`config.mk`:
```
export PLATFORM = sky130hd
export DESIGN_NAME = sprite_bus_arbiter
export DESIGN_NICKNAME = d
export VERILOG_FILES = /design/src/rtl/sprite_bus_arbiter_pkg.sv /design/src/rtl/sprite_bus_arbiter_posted_write_fifo.sv /design/src/rtl/sprite_bus_arbiter.sv
export SDC_FILE = /design/constraint.sdc
export NUM_CORES = 1
export LEC_CHECK = 0
export CAP_MARGIN = 20
export CORE_ASPECT_RATIO = 1.25
export CORE_MARGIN = 1
export CORE_UTILIZATION = 30
export CTS_CLUSTER_DIAMETER = 60
export DETAILED_ROUTE_END_ITERATION = 8
export PLACE_DENSITY = 0.67
export SLEW_MARGIN = 0
export SYNTH_ARGS = -nofsm -noshare
export SYNTH_HDL_FRONTEND = slang
export SYNTH_SLANG_ARGS = --single-unit
```
`constraint.sdc`:
```
create_clock -name clock -period 2.6 [get_ports clock]
set_clock_uncertainty 0.1 [all_clocks]
set_input_delay 0.65 -clock clock [delete_from_list [all_inputs] [get_ports clock]]
set_output_delay 0.65 -clock clock [all_outputs]
set_load 0.02 [all_outputs]
```
`src/rtl/sprite_bus_arbiter_pkg.sv`:
```
// Shared IO map, status layout and slot-owner encoding for the sprite RAM arbiter.
// Also carries the CPU data width used across the stack machine.
package sprite_bus_arbiter_pkg;

    localparam int unsigned CPU_WIDTH_DEFAULT = 16;
    localparam int unsigned RAM_AW            = 9;

    localparam logic [15:0] SPRITE_WIN_BASE = 16'h4000;
    localparam logic [15:0] STATUS_ADDR     = 16'h8000;
    localparam logic [15:0] CLEAR_ADDR      = 16'h8001;

    localparam int unsigned STATUS_DROP_LSB  = 8;
    localparam int unsigned STATUS_FULL_BIT  = 7;
    localparam int unsigned STATUS_COUNT_LSB = 0;

    typedef enum logic [1:0] {
        SLOT_IDLE,
        SLOT_VIDEO,
        SLOT_DRAIN,
        SLOT_FORCE
    } slot_e;

    // The window is 512 words, so only the upper seven address bits select it.
    function automatic logic in_sprite_window(input logic [15:0] addr);
        return addr[15:9] == SPRITE_WIN_BASE[15:9];
    endfunction

    function automatic logic [15:0] pack_status(input logic [7:0] drop_count,
                                                input logic       full,
                                                input logic [3:0] count);
        logic [15:0] s;
        s = '0;
        s[STATUS_DROP_LSB +: 8]  = drop_count;
        s[STATUS_FULL_BIT]       = full;
        s[STATUS_COUNT_LSB +: 4] = count;
        return s;
    endfunction

endpackage

```
`src/rtl/sprite_bus_arbiter_posted_write_fifo.sv`:
```
// Posted-write FIFO holding {ram address, data} entries for the sprite RAM.
// A push into a full FIFO is accepted when a pop happens in the same cycle.
module posted_write_fifo #(
    parameter int unsigned DEPTH = 4,
    parameter int unsigned WIDTH = 25
) (
    input  logic                       clock,
    input  logic                       reset,
    input  logic                       push,
    input  logic [WIDTH-1:0]           push_data,
    input  logic                       pop,
    output logic [WIDTH-1:0]           head,
    output logic [$clog2(DEPTH):0]     count,
    output logic                       full,
    output logic                       empty
);

    localparam int unsigned PW = $clog2(DEPTH);
    localparam int unsigned CW = PW + 1;

    logic [WIDTH-1:0] mem_q [DEPTH];
    logic [WIDTH-1:0] mem_d [DEPTH];
    logic [PW-1:0]    wr_ptr_q, wr_ptr_d;
    logic [PW-1:0]    rd_ptr_q, rd_ptr_d;
    logic [CW-1:0]    count_q, count_d;
    logic             push_ok;
    logic             pop_ok;

    assign full  = (count_q == CW'(DEPTH));
    assign empty = (count_q == '0);
    assign count = count_q;
    assign head  = mem_q[rd_ptr_q];

    assign pop_ok  = pop && !empty;
    assign push_ok = push && (!full || pop_ok);

    always_comb begin
        mem_d    = mem_q;
        wr_ptr_d = wr_ptr_q;
        rd_ptr_d = rd_ptr_q;
        count_d  = count_q;
        if (push_ok) begin
            mem_d[wr_ptr_q] = push_data;
            wr_ptr_d        = wr_ptr_q + PW'(1);
        end
        if (pop_ok) begin
            rd_ptr_d = rd_ptr_q + PW'(1);
        end
        case ({push_ok, pop_ok})
            2'b10:   count_d = count_q + CW'(1);
            2'b01:   count_d = count_q - CW'(1);
            default: count_d = count_q;
        endcase
    end

    always_ff @(posedge clock) begin
        mem_q <= mem_d;
        if (reset) begin
            wr_ptr_q <= '0;
            rd_ptr_q <= '0;
            count_q  <= '0;
        end else begin
            wr_ptr_q <= wr_ptr_d;
            rd_ptr_q <= rd_ptr_d;
            count_q  <= count_d;
        end
    end

endmodule

```
`src/rtl/sprite_bus_arbiter.sv`:
```
// Arbitrates the single-port sprite RAM between renderer fetches and posted CPU writes,
// with a starvation guard and a CPU-visible status register.
module sprite_bus_arbiter
    import sprite_bus_arbiter_pkg::*;
#(
    parameter int unsigned CPU_WIDTH    = CPU_WIDTH_DEFAULT,
    parameter int unsigned DEPTH        = 4,
    parameter int unsigned STARVE_LIMIT = 8
) (
    input  logic                 clock,
    input  logic                 reset,
    input  logic [CPU_WIDTH-1:0] io_addr,
    input  logic                 io_write,
    input  logic [CPU_WIDTH-1:0] io_wr_data,
    output logic [CPU_WIDTH-1:0] io_rd_data,
    input  logic                 vid_req,
    input  logic [8:0]           vid_addr,
    output logic                 vid_gnt,
    output logic                 vid_rd_valid,
    output logic [CPU_WIDTH-1:0] vid_rd_data,
    output logic [8:0]           ram_addr,
    output logic                 ram_we,
    output logic [CPU_WIDTH-1:0] ram_wr_data,
    input  logic [CPU_WIDTH-1:0] ram_rd_data
);

    localparam int unsigned EW = RAM_AW + CPU_WIDTH;
    localparam int unsigned CW = $clog2(DEPTH) + 1;
    localparam int unsigned SW = $clog2(STARVE_LIMIT + 1);
    localparam logic [SW-1:0] STARVE_MAX = SW'(STARVE_LIMIT);

    logic [EW-1:0]        fifo_head;
    logic [CW-1:0]        fifo_count;
    logic                 fifo_full;
    logic                 fifo_empty;
    logic                 fifo_pop;
    logic                 push_req;
    logic                 clear_wr;
    logic                 drop;
    slot_e                slot;

    logic [7:0]           drop_count_q, drop_count_d;
    logic [SW-1:0]        starve_cnt_q, starve_cnt_d;
    logic                 vid_rd_valid_q, vid_rd_valid_d;

    assign push_req = io_write && in_sprite_window(io_addr[15:0]);
    assign clear_wr = io_write && (io_addr == CPU_WIDTH'(CLEAR_ADDR));
    assign drop     = push_req && fifo_full && !fifo_pop;

    posted_write_fifo #(
        .DEPTH (DEPTH),
        .WIDTH (EW)
    ) u_fifo (
        .clock     (clock),
        .reset     (reset),
        .push      (push_req),
        .push_data ({io_addr[RAM_AW-1:0], io_wr_data}),
        .pop       (fifo_pop),
        .head      (fifo_head),
        .count     (fifo_count),
        .full      (fifo_full),
        .empty     (fifo_empty)
    );

    always_comb begin
        slot        = SLOT_IDLE;
        vid_gnt     = 1'b0;
        ram_we      = 1'b0;
        ram_addr    = '0;
        ram_wr_data = '0;
        fifo_pop    = 1'b0;
        if (starve_cnt_q == STARVE_MAX && !fifo_empty) begin
            slot = SLOT_FORCE;
        end else if (vid_req) begin
            slot = SLOT_VIDEO;
        end else if (!fifo_empty) begin
            slot = SLOT_DRAIN;
        end
        case (slot)
            SLOT_FORCE, SLOT_DRAIN: begin
                ram_we      = 1'b1;
                ram_addr    = fifo_head[EW-1 -: RAM_AW];
                ram_wr_data = fifo_head[CPU_WIDTH-1:0];
                fifo_pop    = 1'b1;
            end
            SLOT_VIDEO: begin
                vid_gnt  = 1'b1;
                ram_addr = vid_addr;
            end
            default: ;
        endcase
    end

    always_comb begin
        drop_count_d = drop_count_q;
        if (clear_wr) begin
            drop_count_d = drop ? 8'd1 : 8'd0;
        end else if (drop && drop_count_q != 8'hFF) begin
            drop_count_d = drop_count_q + 8'd1;
        end

        starve_cnt_d = starve_cnt_q;
        if (fifo_pop || !fifo_full) begin
            starve_cnt_d = '0;
        end else if (vid_req && slot != SLOT_FORCE && starve_cnt_q != STARVE_MAX) begin
            starve_cnt_d = starve_cnt_q + SW'(1);
        end

        vid_rd_valid_d = vid_gnt;
    end

    always_ff @(posedge clock) begin
        if (reset) begin
            drop_count_q   <= '0;
            starve_cnt_q   <= '0;
            vid_rd_valid_q <= 1'b0;
        end else begin
            drop_count_q   <= drop_count_d;
            starve_cnt_q   <= starve_cnt_d;
            vid_rd_valid_q <= vid_rd_valid_d;
        end
    end

    assign vid_rd_valid = vid_rd_valid_q;
    assign vid_rd_data  = vid_rd_valid_q ? ram_rd_data : '0;

    always_comb begin
        io_rd_data = '0;
        if (io_addr == CPU_WIDTH'(STATUS_ADDR)) begin
            io_rd_data = CPU_WIDTH'(pack_status(drop_count_q, fifo_full, 4'(fifo_count)));
        end
    end

endmodule

```
# ---- Yosys cells after proc, flatten, opt, wreduce, memory -nomap -nowiden
# Index checks and enable logic that the tools add are counted.
dict set report classes {
  n_addsub 6
  order_cmp 3
  eq_ne 13
  mux 19
  n_bitwise 2
  n_reduce_logical 21
}
# cell count
set op_table {}
lappend op_table {{bitwise mux 100 bit} 1}
lappend op_table {{2-to-1 mux 25 bit} 3}
lappend op_table {{binary-select mux 25 bit (select 2 bit)} 1}
lappend op_table {{demux 25 bit (select 2 bit)} 1}
lappend op_table {{2-to-1 mux 16 bit} 3}
lappend op_table {{equality test 16 bit, second input constant} 2}
lappend op_table {{one-hot mux 9 bit (2 select lines)} 1}
lappend op_table {{2-to-1 mux 8 bit} 2}
lappend op_table {{logical AND 1 bit} 11}
lappend op_table {{adder 8 x 1 -> 8 bit, second input constant} 1}
lappend op_table {{inequality test 8 bit, second input constant} 1}
lappend op_table {{equality test 7 x 6 -> 1 bit, second input constant} 1}
lappend op_table {{equality test 2 bit, second input constant} 3}
lappend op_table {{greater-or-equal comparator 3 bit, second input constant} 2}
lappend op_table {{2-to-1 mux 2 bit} 3}
lappend op_table {{NOT 2 -> 3 bit} 2}
lappend op_table {{one-hot mux 3 bit (2 select lines)} 1}
lappend op_table {{adder 2 x 1 -> 2 bit, second input constant} 2}
lappend op_table {{adder 4 x 1 -> 4 bit, second input constant} 1}
lappend op_table {{equality test 2 x 1 -> 1 bit, second input constant} 2}
lappend op_table {{equality test 4 bit, second input constant} 1}
lappend op_table {{inequality test 4 bit, second input constant} 1}
lappend op_table {{nonzero test 2 bit} 2}
lappend op_table {{OR reduction 2 bit} 2}
lappend op_table {{other kinds (9)} 14}
dict set report totals {
  reg_bits 120
  in_bits 61
  out_inout_bits 60
  word_cells 74
}

# ---- Longest topological paths before layout
# Gate-level depths: netlist of the first run.
dict set report depth {
  depth_word 12
  depth_mapped 12
  depth_no_buf 11
}

# ---- By module
# Synthesis of the first run repeated with hierarchy kept, for this count alone.
dict set report hier_totals {
  cells_unflattened 333
  hier_area_um2 5301.3
}
# module instances cells_each area_each_um2 seq_area_each_um2
set modules_own_cells {}
lappend modules_own_cells {posted_write_fifo 1 182 4144.0 3143.0}
lappend modules_own_cells {sprite_bus_arbiter 1 151 1157.4 260.2}

# ---- Least setup slack after synthesis of the first run
# No wires, ideal clock.
dict set report synth_timing {
  path_type {input port to flip-flop}
  startpoint {input port io_addr[11]}
  endpoint {register u_fifo.count_q[2], in the netlist u_fifo.count[2]}
  setup_ps 71
  t_arrival_ps 2559
  t_required_ps 2429
  slack_ps -129
  path_stages 10
  n_path_buf 1
  path_cell_list {nor3_2 -> nand4_2 -> nor2b_1 -> buf_2 -> inv_1 -> ha_1 -> fa_1 -> xnor2_1 -> or3_1 -> a21oi_1}
}
dict set report synth_between {
  elab_chain_len 5
  word_cells_on_any_way 7
  cone_classes {3 x eq/ne; 1 x mux; 3 x reduce/logical}
}
# item line_no
set synth_rtl {}
lappend synth_rtl {{start, declared} sprite_bus_arbiter.sv:12} ;# input logic [CPU_WIDTH-1:0] io_addr,
lappend synth_rtl {{equality test 7 x 6 -> 1 bit *} sprite_bus_arbiter_pkg.sv:25} ;# return addr[15:9] == SPRITE_WIN_BASE[15:9];
lappend synth_rtl {{logical AND 1 bit *} sprite_bus_arbiter.sv:46} ;# assign push_req = io_write && in_sprite_window(io_addr[15:0]);
lappend synth_rtl {{logical AND 1 bit *} sprite_bus_arbiter_posted_write_fifo.sv:35} ;# assign push_ok = push && (!full || pop_ok);
lappend synth_rtl {{equality test 2 x 1 -> 1 bit / equality test 2 bit (equally long branches)} sprite_bus_arbiter_posted_write_fifo.sv:49} ;# case ({push_ok, pop_ok})
lappend synth_rtl {{one-hot mux 3 bit (2 select lines) / nonzero test 2 bit (equally long branches)} --}
lappend synth_rtl {{end signal, assigned} sprite_bus_arbiter_posted_write_fifo.sv:65} ;# count_q <= count_d;
lappend synth_rtl {{end, declared} sprite_bus_arbiter_posted_write_fifo.sv:25} ;# logic [CW-1:0] count_q, count_d;
# Mark *: on every way between the ends. The rest lies on a longest branch, timed or not.
# A chain may end at the register's enable or synchronous reset.

# ---- Worst setup path after layout of the first run
dict set report layout_timing {
  startpoint {input port io_addr[7]}
  endpoint {output port io_rd_data[7]}
}
dict set report layout_between {
  elab_chain_len 2
}
# item line_no
set layout_rtl {}
lappend layout_rtl {{equality test 16 bit} sprite_bus_arbiter.sv:129} ;# if (io_addr == CPU_WIDTH'(STATUS_ADDR)) begin
lappend layout_rtl {{2-to-1 mux 16 bit} sprite_bus_arbiter.sv:129}
lappend layout_rtl {{end, declared} sprite_bus_arbiter.sv:15} ;# output logic [CPU_WIDTH-1:0] io_rd_data,
# Every way passes these cells.

==> results of run 1 <==
-- layout make-up --
class                           instances  area share [%]
Inverter                                5          0.2334
Tap cell                              220           3.423
Sequential cell                       120           42.39
Timing Repair Buffer                  179           23.93
Clock buffer                           20           5.429
Multi-Input combinational cell        175           22.67
Clock inverter                         11           1.929
-- cells in the mapped netlist, types with 2 or more instances --
cell type	n
sky130_fd_sc_hd__a311oi_1	2
sky130_fd_sc_hd__nor4_2	2
sky130_fd_sc_hd__ha_1	8
sky130_fd_sc_hd__and3_1	3
sky130_fd_sc_hd__nand2_1	3
sky130_fd_sc_hd__clkbuf_1	5
sky130_fd_sc_hd__xnor2_1	8
sky130_fd_sc_hd__mux4_2	25
sky130_fd_sc_hd__dfxtp_1	20
sky130_fd_sc_hd__and2_1	48
sky130_fd_sc_hd__nand4_1	3
sky130_fd_sc_hd__nor3_1	5
sky130_fd_sc_hd__xor2_1	4
sky130_fd_sc_hd__edfxtp_1	100
sky130_fd_sc_hd__nand4_2	2
sky130_fd_sc_hd__nor2b_1	3
sky130_fd_sc_hd__a21oi_1	3
sky130_fd_sc_hd__buf_4	6
sky130_fd_sc_hd__nor4b_2	2
sky130_fd_sc_hd__buf_2	5
sky130_fd_sc_hd__nor2_1	17
sky130_fd_sc_hd__nand3_1	4
sky130_fd_sc_hd__a22o_1	9
sky130_fd_sc_hd__nor3_2	2
sky130_fd_sc_hd__mux2i_1	3
sky130_fd_sc_hd__inv_1	5
-- state kept, by name, summed over array words and instances, names as in the netlist --
| register | cells |
|---|---|
| vid_rd_valid | 1 |
| u_fifo.rd_ptr_q | 2 |
| u_fifo.wr_ptr_q | 2 |
| u_fifo.count | 3 |
| starve_cnt_q | 4 |
| drop_count_q | 8 |
| u_fifo.mem_q | 100 |
-- worst max-delay path, delay by kind of cell --
family | cells | cell delay (ns)
buffers and inverters | 2 | 0.21
and+or+nand+nor | 5 | 1.20
-- worst paths after layout --
| check | to | slack [ns] | cells after the start |
|---|---|---|---|
| setup / recovery | io_rd_data[7] | -0.22 | 7 |
| hold / removal | starve_cnt_q[0] | 0.44 | 2 |
| setup reg to reg | u_fifo.count[2] | 0.09 | 13 |
| hold reg to reg | starve_cnt_q[0] | 0.44 | 2 |
-- through the flow --
step	utilization [%]	total power, mW	cell area (um2)	worst slack, ns	std cells
2_1_floorplan	-	2.198	5172	0.0006466	317
3_3_place_gp	41.57	2.369	6974	-1.179	674
3_5_place_dp	41.57	2.375	6974	-1.280	674
4_1_cts	47.04	4.754	7893	-0.2544	731
5_1_grt	47.94	4.848	8043	-0.3286	730
6_report	47.94	4.700	8043	-0.2161	730
-- cells by family after synthesis --
kind of cell | Yosys count
adders and majority gates | 9
other | 1
DFF | 120
buffers and inverters | 23
muxes | 28
xor gates and xnor gates | 12
AOI/OAI and AO/OA | 19
and+or+nand+nor | 102
-- where the power goes --
group          internal (mW)  switching [mW]
Combinational          0.150           0.109
Clock                   1.58           0.775
Sequential              2.08         0.00305
-- routing by layer --
metal,vias to the layer above,part of all wire (%)
li1,1557,-
met1,1663,39
met2,128,53
met3,21,6.4
met4,4,1.8
met5,-,0.18
-- timing repair --
item,in CTS,in global routing
pin swaps,15,24
setup endpoints to repair,43,50
gates resized for setup,259,63
gates cloned,3,0
buffers inserted,23,4
==> summary.md, run 1 <==
Of the total synthesized cell area, the portion taken by XOR and XNOR cells is 2.044%. For this configuration, the core starts out at a cell density of 30.64%. The count of final setup violators is 28, and the maximum clock rate is 355.1 MHz. The routing layer with the top usage in global route is met2. For the final number of max-transition violations, the log shows 0.

In the global route stage, met2 resource usage came out at 27.73%. The run gives 43 as the post-synthesis cell type count. The library cell used most frequently in the layout, excluding fill and tap cells, is sky130_fd_sc_hd__edfxtp_1.

The horizontal die dimension is 119.1 um, and the first-pass GRT wire length is 20.00 mm. The simple-gate area share of the yosys netlist was 12.56%. In the final timing run, aggregate negative setup slack is -2.796 ns.

Post-synthesis compound-gate area fraction: 2.872%. The Yosys step of the flow raised 0 warnings. The library cells used most frequently in the layout, excluding fill and tap cells, are sky130_fd_sc_hd__edfxtp_1, sky130_fd_sc_hd__clkdlybuf4s50_1, sky130_fd_sc_hd__buf_6, sky130_fd_sc_hd__buf_4, sky130_fd_sc_hd__mux4_2. The worst-case IR drop observed on VDD is 0.4889 mV. The worst setup margin was -0.2161 ns. The kind of end point of the critical path is a primary output. The worst setup path is launched from a primary input. The overall via count from detail_route is 3,373, and the maximum fanout along the worst path is 6.

For the worst-skew pair, the clock arrives at the later sink with an insertion delay of 0.41 ns. The logs give 2 for the number of antenna violations at the first check in global routing and 0.01767 mm2 for the die area. The critical path start-end classification is in2out. For the post-synthesis cell count, the log shows 314. In the finished design, the share of the clock period the worst path needs comes to 108.3%. The flow ran to the end, but the final reports show violations. Once detailed placement completed, the half-perimeter wirelength came to 8.137 mm. The adder-cell area share of the yosys netlist works out to 2.336%. The tools report the total track usage as 15.45%.

The tools report the first-iteration detailed-routing DRC count as 227. Synthesis inferred 120 register bits. For this design, the sink count on the clock tree is 120. Summing every instance area after synthesis gives 0.005141 mm2. The run gives 0 as the number of max-cap violations.

For this run, design rule violations remaining after detail routing come to 0. The post-synthesis average cell area works out to 16.37 um2. Among all stages on the critical path, the largest delay is contributed by sky130_fd_sc_hd__nor4_4. Dividing the detail-routed wire length by the instance count gives 17.08 um. The standard-cell row count is 53, and the area overhead of the layout relative to synthesis is 56.44%.

The top-level port count came out at 121. Number of fillers in the final layout: 1,460. Dividing total power by cell area gives a power density of 584.4 mW/mm2. The most repeated library cell on the critical path is sky130_fd_sc_hd__nor4_4. The clock passes through at most 2 buffers. In the routed layout, each cell is associated on average with a via count of 4.621. Port buffering added 116 buffers. For met3 alone, demand over resource in global routing was 4.256%. At the worst endpoint, the required time is 1.85 ns.

The area taken by flip-flops and latches was 0.003410 mm2. In the post-synthesis netlist, the biggest area contributors are sky130_fd_sc_hd__edfxtp_1, sky130_fd_sc_hd__mux4_2, sky130_fd_sc_hd__dfxtp_1. Multiplexer cells account for 11.54% of the synthesized area. For this run, the register share of the synthesized area comes to 66.20%. The run gives 0 as the hold violation count in the final report. The tightest hold margin is 0.4378 ns. After synthesis, the largest area contributor takes up 58.41% of total cell area. The path class of the lowest-slack min-delay path was reg2reg.

The total area inside the core boundary comes to 0.01678 mm2. In this run the remaining antenna-violating nets after routing total 0. The critical path goes through buf_8 > nor4_4 > nand4_1 > nor4_4 > and2b_2 > and3_4 > buf_6. From bottom edge to top edge, the die measures 148.4 um.

The number of synthesized flops with an enable pin came out at 100. The run gives 2.984 nW as the leakage power summed over all cells. In the synthesized netlist the async set-or-reset flop fraction comes to 0%. Wires add up to 12.47 mm. The tools report the number of H-tree branching levels as 4. The global routing usage on met1 is 16.95%, and the area of the multi-input gates is 0.001823 mm2. The congestion estimate from routability-driven global placement came to 0.7983. The tools report the clock buffer count from CTS as 17. In the final layout, the share of cells above drive strength 1 is 42.55%. Library cell with the largest summed area after synthesis: sky130_fd_sc_hd__edfxtp_1. For this design, the CTS-stage hold fixing added 0 buffers.

Entering global routing, the biggest net connects 18 pins. Tracing the worst setup path back leads to its startpoint at io_addr[7]. The routed design could run at a clock period as short as 2.816 ns. The final reports fail on negative setup slack. The net total in the final layout was 568; the data arrival time at the worst-slack endpoint was 2.07 ns.

The run gives 3,653 as the via count of the first global-routing pass. The startpoint identified for the worst hold timing path is starve_cnt_q[0]. The combinational family with the most area after synthesis is simple AND/OR/NAND/NOR gates. The run gives 0 as the number of antenna cells inserted. The clock transition at the register clock pins on the worst setup and hold paths after CTS works out to 0.05 ns. The iteration count of the initial detailed-routing pass is 4. For this run the aggregate overflow at the end of global routing stands at 0. The buffer type at the clock tree root was sky130_fd_sc_hd__clkbuf_16. Among all flip-flop cells after synthesis, the most frequent one is sky130_fd_sc_hd__edfxtp_1. In this design, the stage delay of the slowest critical-path cell is 0.27 ns.

Setup repair after global routing could not meet its margin everywhere. TritonCTS built the clock tree. The worst register-to-register path begins at starve_cnt_q[0].
Power figures use the tool's default switching activity.
==> run 2, diff against run 1 <==
--- a/config.mk
+++ b/config.mk
@@ -12,6 +12,7 @@
 export CTS_CLUSTER_DIAMETER = 60
 export DETAILED_ROUTE_END_ITERATION = 8
 export PLACE_DENSITY = 0.67
+export SETUP_SLACK_MARGIN = 0.3
 export SLEW_MARGIN = 0
 export SYNTH_ARGS = -nofsm -noshare
 export SYNTH_HDL_FRONTEND = slang
==> run 2 against run 1 <==
Compared with the run above: the run still ends with negative setup slack left; worst hold slack worse by 0.019 ns; critical path depth is 2 higher; sequential power hardly changed; highest routed layer is now met4; wire length is 5.7% higher; maximum frequency is 0.66% lower; die area stayed put; largest power group unchanged; sequential cell count stayed put.
==> summary.md, run 2 (synthesized netlist as in run 1, its figures left out) <==
The flow ran to the end, but the final reports show violations. Failing checks: negative setup slack (unchanged). The data arrival time at the worst-slack endpoint is 2.08 ns (was 2.07 ns), and the count of final setup violators is 28 (unchanged). For the worst-case vdd ir drop, the log shows 0.2963 mV (was 0.4889 mV). The power after layout was 4.863 mW (was 4.700 mW). The switching part of the total power works out to 20.59% (was 18.87%). The number of fillers in the final layout was 1,391 (was 1,460). The routing layer with the top usage in global route is met2 (unchanged).

The run gives 17 (unchanged) as the clock buffer count from CTS. The post-placement cell area is 0.007004 mm2 (was 0.006974 mm2). The run gives 0 (unchanged) as the number of remaining DRC errors. Worst min-delay path startpoint: io_addr[8] (was starve_cnt_q[0]).

Final weighted congestion of routability-driven global placement: 0.7645 (was 0.7983). Leading cell types in the layout, fill and taps excluded: sky130_fd_sc_hd__edfxtp_1, sky130_fd_sc_hd__buf_6, sky130_fd_sc_hd__buf_4 (was sky130_fd_sc_hd__edfxtp_1, sky130_fd_sc_hd__clkdlybuf4s50_1, sky130_fd_sc_hd__buf_6, sky130_fd_sc_hd__buf_4, sky130_fd_sc_hd__mux4_2). The tools report the starting density of the core as 30.64% (unchanged). The tools report the startpoint type of the worst setup path as a primary input (unchanged). The tools report the final design instance area without fill as 0.008354 mm2 (was 0.008043 mm2). The via count of the first global-routing pass is 3,645 (was 3,653). The most common library cell in the layout ignoring fill and taps was sky130_fd_sc_hd__edfxtp_1 (unchanged).

The standard-cell row count was 53 (unchanged); the number of H-tree branching levels was 4 (unchanged). The final number of max-transition violations was 0 (unchanged). The horizontal die dimension is 119.1 um (unchanged). The final design utilization is 49.79% (was 47.94%), and the iteration count of the initial detailed-routing pass is 4 (unchanged).

The first-iteration detailed-routing DRC count was 167 (was 227); the detailed-route vias per instance was 4.592 (was 4.621). The logs give 0 (unchanged) for the number of max-cap violations and 0 (unchanged) for the residual overflow from global routing. The number of I/O port buffers came out at 116 (unchanged).

The run gives 3.862 mW (was 3.813 mW) as the cell-internal power. The logs give 4.179% (was 4.256%) for the routing usage on met3 and 0 (unchanged) for the count of nets left with antenna violations after detail routing. The total track usage was 15.50% (was 15.45%). Setup repair after global routing could not meet its margin everywhere.

The logs give 3,458 (was 3,373) for the overall via count from detail_route and 51.7% (was 50.1%) for the clock share of power. The start point of the critical path was io_addr[7] (unchanged). The path class of the lowest-slack min-delay path is in2reg (was reg2reg).

The detailed placement HPWL was 8.213 mm (was 8.137 mm); the maximum fanout along the worst path was 6 (unchanged). The hold violation count in the final report is 0 (unchanged), and the overall die height is 148.4 um (unchanged). The critical path start-end classification is in2out (unchanged). The tools report the final routed wirelength across all metal layers as 13.19 mm (was 12.47 mm).

Clock transition at the register clock pins on the worst setup and hold paths after CTS: 0.06 ns (was 0.05 ns). The run gives 22 (was 18) as the pin count of the biggest net entering global routing. Routed wirelength normalized by instance count: 17.51 um (was 17.08 um). Register bank with the most flops: u_fifo.mem_q (unchanged). The tools report the buffer type at the clock tree root as sky130_fd_sc_hd__clkbuf_16 (unchanged). The sequential group share of total power is 42.9% (was 44.4%).

The switching power of the nets is 1.001 mW (was 0.8870 mW), and the first-pass GRT wire length is 19.94 mm (was 20.00 mm). Net total in the final layout: 589 (was 568). Core area: 0.01678 mm2 (unchanged). The maximum buffer depth of the clock tree was 2 (unchanged); the flip-flop count of the largest register after layout was 100 (unchanged). The count of hold buffers inserted by post-cts repair is 0 (unchanged).

The tools report the data required time at the worst endpoint as 1.85 ns (about the same). Leakage power summed over all cells: 3.074 nW (was 2.984 nW). The run gives 16.86% (was 16.95%) as the global routing usage on met1.

TritonCTS built the clock tree. The area overhead of the layout relative to synthesis was 62.50% (was 56.44%). CTS sink count: 120 (unchanged). The number of antenna violations at the first check in global routing is 1 (was 2), and the die area is 0.01767 mm2 (unchanged). The top-level port count is 121 (unchanged), and the total power per unit cell area is 582.1 mW/mm2 (was 584.4 mW/mm2). The final cycle utilization of the critical path is 109.0% (was 108.3%), and the clock latency of the later-clocked register in the worst-skew pair is 0.41 ns (about the same). The met2 layer usage reported by global route came out at 28.20% (was 27.73%). Top flop regs: u_fifo.mem_q (100), drop_count_q (8), starve_cnt_q (4) (unchanged).

The tools report the kind of end point of the critical path as a primary output (unchanged). Tightest hold margin: 0.4187 ns (was 0.4378 ns). The post-layout minimum cycle time was 2.835 ns (was 2.816 ns); the worst setup margin was -0.2347 ns (was -0.2161 ns). Share of cells above drive strength 1: 50.75% (was 42.55%). The tools report the startpoint of the worst register-to-register path as starve_cnt_q[1] (was starve_cnt_q[0]). The maximum clock rate was 352.8 MHz (was 355.1 MHz). The fraction of power consumed by combinational cells came out at 5.5% (about the same).
run 2: area by class of cell:
class / count / area [um2] / share of cell area [%]
Clock inverter: 15 / 217.7 / 2.606
Inverter: 5 / 18.77 / 0.2247
Antenna cell: 1 / 2.502 / 0.02995
Multi-Input combinational cell: 174 / 1848 / 22.12
Tap cell: 220 / 275.3 / 3.295
Timing Repair Buffer: 201 / 2155 / 25.79
Sequential cell: 120 / 3412 / 40.84
Clock buffer: 17 / 425.4 / 5.092
run 2: what timing repair did:
| item | in CTS | in global routing |
|---|---|---|
| pin swaps | 29 | 19 |
| setup buffers | 27 | 9 |
| gates resized for setup | 363 | 35 |
| gates cloned | 6 | 0 |
| hold endpoints to repair | 0 | 0 |
| endpoints found under the setup margin | 142 | 54 |
run 2: worst max-delay path, cell delays in order:
cell and delay (ns):
sky130_fd_sc_hd__buf_8 0.10, sky130_fd_sc_hd__nor4_4 0.25, sky130_fd_sc_hd__nand4_1 0.18, sky130_fd_sc_hd__nor4_4 0.20, sky130_fd_sc_hd__and2b_2 0.21, sky130_fd_sc_hd__buf_6 0.10, sky130_fd_sc_hd__buf_12 0.10, sky130_fd_sc_hd__and3_4 0.17
sky130_fd_sc_hd__buf_6 0.11
run 2: layer usage:
layer	part of all wire (%)	vias to the layer above
li1	-	1611
met1	38	1739
met2	55	90
met3	5.0	18
met4	1.8	0
met5	0	-
run 2: per-stage QoR:
stage | setup TNS, ns | worst slack (ns) | cells
2_1_floorplan | 0 | 0.06534 | 317
3_3_place_gp | -43.03 | -1.145 | 678
3_5_place_dp | -44.31 | -1.154 | 678
4_1_cts | -3.595 | -0.2225 | 743
5_1_grt | -6.399 | -0.3658 | 752
6_report | -3.378 | -0.2347 | 753
run 2: worst paths after layout:
path         slack (ns)  cells past startpoint          endpoint
min                0.42                      1  u_fifo.mem_q[74]
max               -0.23                      9     io_rd_data[7]
min reg2reg        0.42                      2   starve_cnt_q[0]
max reg2reg        0.05                     13   u_fifo.count[2]
run 2: power groups by stage:
stage          clock (mW)  sequential, mW  combinational, mW
2_1_floorplan           0            2.13             0.0732
3_3_place_gp            0            2.12              0.247
3_5_place_dp            0            2.13              0.252
4_1_cts              2.57            2.08              0.263
5_1_grt              2.65            2.08              0.281
6_report             2.51            2.08              0.267
==> run 3, diff against run 2 <==
==> constraint.sdc (replaced) <==
create_clock -name clock -period 2.6 [get_ports clock]
set_clock_uncertainty 0.1 [all_clocks]
set_input_delay 0.65 -clock clock [delete_from_list [all_inputs] [get_ports clock]]
set_output_delay 0.65 -clock clock [all_outputs]
set_load 0.05 [all_outputs]
==> run 3 against run 2 <==
Compared with the run above: the flow still finishes with violations (negative setup slack); sequential cell count unchanged; sequential share of layout area shrank 1.3 points; critical path depth fell by 1; worst hold slack worse by 0.077 ns; via count is 2.4% lower; first-iteration DRC count grew 1.8%; register-to-register slack improved by 0.15 ns; largest cell class unchanged; largest power group unchanged.
==> summary.md, run 3 (synthesized netlist as in run 1, its figures left out) <==
The tools report the number of fillers in the final layout as 1,377 (was 1,391). The pin count of the biggest net entering global routing was 20 (was 22); the detailed placement HPWL was 8.277 mm (was 8.213 mm). The run gives 15.62% (was 15.50%) as the total track usage. Leading cell types in the layout, fill and taps excluded: sky130_fd_sc_hd__edfxtp_1, sky130_fd_sc_hd__buf_12, sky130_fd_sc_hd__clkdlybuf4s50_1 (was sky130_fd_sc_hd__edfxtp_1, sky130_fd_sc_hd__buf_6, sky130_fd_sc_hd__buf_4).

The final design instance area without fill is 0.008642 mm2 (was 0.008354 mm2). The most repeated library cell on the critical path is sky130_fd_sc_hd__buf_12. The number of antenna violations at the first check in global routing is 0 (was 1), and the count of final setup violators is 33 (was 28).

The horizontal die dimension is 119.1 um (unchanged). Startpoint of the worst register-to-register path: starve_cnt_q[0] (was starve_cnt_q[1]). The run gives -0.7824 ns (was -1.154 ns) as the worst-case setup slack after placement. The run finished, with violations left. The logs give 170 (was 167) for the first-iteration detailed-routing DRC count and 0 (unchanged) for the number of remaining DRC errors. For the final weighted congestion of routability-driven global placement, the log shows 0.6973 (was 0.7645). Cell chain of the critical path: buf_6 > nor4_4 > nand4_1 > nor4_2 > and2b_2 > buf_12 > and3_4 > buf_12 (was buf_8 > nor4_4 > nand4_1 > nor4_4 > and2b_2 > buf_6 > buf_12 > and3_4 > buf_6).

Top flop regs: u_fifo.mem_q (100), drop_count_q (8), starve_cnt_q (4) (unchanged). For the final routed wirelength across all metal layers, the log shows 13.15 mm (was 13.19 mm). The total power per unit cell area works out to 547.8 mW/mm2 (was 582.1 mW/mm2). The most common library cell in the layout ignoring fill and taps is sky130_fd_sc_hd__edfxtp_1 (unchanged).

The maximum clock rate is 350.2 MHz (was 352.8 MHz). For the CTS sink count, the log shows 120 (unchanged). The iteration count of the initial detailed-routing pass came out at 4 (unchanged). Hold violation count in the final report: 0 (unchanged). The slack of the worst reg-to-reg path was 0.20 ns (was 0.05 ns). The detailed-route vias per instance is 4.641 (was 4.592). For the residual overflow from global routing, the log shows 0 (unchanged). The number of max-cap violations came out at 0 (unchanged).

Path class of the lowest-slack min-delay path: in2reg (unchanged). The overall die height was 148.4 um (unchanged). The critical path start-end classification is in2out (unchanged). The register bank with the most flops was u_fifo.mem_q (unchanged). The logs give 0 (unchanged) for the count of nets left with antenna violations after detail routing and 3.069 nW (was 3.074 nW) for the leakage power summed over all cells.

The post-layout minimum cycle time came out at 2.856 ns (was 2.835 ns). The clock latency of the later-clocked register in the worst-skew pair is 0.41 ns (about the same), and the post-placement cell area is 0.007497 mm2 (was 0.007004 mm2). The starting density of the core is 30.64% (unchanged). For the overall via count from detail_route, the log shows 3,374 (was 3,458). The data required time at the worst endpoint was 1.85 ns (about the same). The number of H-tree branching levels was 4 (unchanged); the area overhead of the layout relative to synthesis was 68.09% (was 62.50%). The largest stage delay on the critical path was 0.32 ns (was 0.25 ns); the power after layout was 4.734 mW (was 4.863 mW). The routed wirelength normalized by instance count is 18.09 um (was 17.51 um), and the top-level port count is 121 (unchanged). The tools report the buffer type at the clock tree root as sky130_fd_sc_hd__clkbuf_16 (unchanged). The via count of the first global-routing pass came out at 3,620 (was 3,645). The flip-flop count of the largest register after layout was 100 (unchanged); the clock transition at the register clock pins on the worst setup and hold paths after CTS was 0.06 ns (about the same). Failing checks: negative setup slack (unchanged). The tools report the endpoint with the worst hold slack as u_fifo.mem_q[23] (was u_fifo.mem_q[74]). The aggregate negative setup slack is -3.534 ns (was -3.378 ns). The maximum fanout along the worst path is 6 (unchanged), and the die area is 0.01767 mm2 (unchanged). Net total in the final layout: 564 (was 589). The tightest hold margin came out at 0.3421 ns (was 0.4187 ns). The critical register-to-register path endpoint is u_fifo.count[2] (unchanged).

Final cycle utilization of the critical path: 109.8% (was 109.0%). Number of antenna cells inserted: 0 (was 1). For the data arrival time at the worst-slack endpoint, the log shows 2.11 ns (was 2.08 ns). The worst-case vdd ir drop was 0.3920 mV (was 0.2963 mV); the maximum buffer depth of the clock tree was 2 (unchanged). TritonCTS built the clock tree. The cell count of the worst reg-to-reg path came out at 12 (was 13). Worst setup margin: -0.2558 ns (was -0.2347 ns). The tools report the standard-cell row count as 53 (unchanged). The final number of max-transition violations was 0 (unchanged).

The worst min-delay path startpoint was io_addr[7] (was io_addr[8]). The cell depth of the worst min-delay path is 1 (unchanged). For the clock buffer count from CTS, the log shows 17 (unchanged). Kind of end point of the critical path: a primary output (unchanged). The share of cells above drive strength 1 works out to 49.51% (was 50.75%).

The number of I/O port buffers is 116 (unchanged). Setup repair after global routing could not meet its margin everywhere. The critical-path cell with the highest stage delay is sky130_fd_sc_hd__nor4_4 (unchanged).

The run gives 0.001896 mm2 (was 0.001848 mm2) as the area of the multi-input gates. For the first-pass GRT wire length, the log shows 20.37 mm (was 19.94 mm). The run gives 0.01678 mm2 (unchanged) as the core area. The startpoint type of the worst setup path is a primary input (unchanged). The area taken by flip-flops and latches is 0.003413 mm2 (was 0.003412 mm2).
[run 3: power by group]
group	leakage (nW)	total [mW]	internal [mW]	switching, mW
Sequential	1.06	2.09	2.08	0.00367
Clock	0.272	2.26	1.41	0.855
Combinational	1.73	0.385	0.205	0.180
Total	3.07	4.73	3.70	1.04
[run 3: cell type report]
cell class	instances	share of cell area, %
sequential	120	39.50
timing repair buffer	176	28.46
multi-input combinational	174	21.93
clock buffer	17	4.923
tap	220	3.185
clock inverter	15	1.781
inverter	5	0.2172
[run 3: stage by stage]
| step | util (%) | instances |
|---|---|---|
| after detailed placement | 44.69 | 666 |
| after global routing | 51.51 | 727 |
| after global placement | 44.69 | 666 |
| after floorplan | - | 317 |
| after CTS | 51.21 | 725 |
| final | 51.51 | 727 |
[run 3: worst max path at each step]
stage               cells past startpoint            end  slack [ns]         from
floorplan                               6  io_rd_data[0]        0.06  io_addr[14]
global placement                        8  io_rd_data[7]       -0.75   io_addr[5]
detailed placement                      8  io_rd_data[7]       -0.78   io_addr[5]
CTS                                     8  io_rd_data[7]       -0.30  io_addr[14]
global route                            8  io_rd_data[7]       -0.37  io_addr[14]
finish                                  8  io_rd_data[7]       -0.26  io_addr[14]
[run 3: critical path, delay by kind of cell]
family                 cells  cell delay (ns)
buffers and inverters      3             0.35
AND/OR/NAND/NOR            5             1.10
[run 3: per-layer routing]
layer  share of wire, %  global-route usage [%]  vias to the layer above
met3                5.6                   4.179                       16
met5                  0                       0                        -
met1                 39                   17.96                     1690
met2                 54                   27.27                      111
li1                   -                       -                     1557
met4                1.8                   6.709                        0
[run 3: timing repair]
action,in CTS,in global routing
buffers inserted,19,2
cloned,8,0
resized for setup,94,7
endpoints found under the hold margin,0,0
pin swaps,22,16
setup endpoints to repair,142,40
hold buffers,0,0
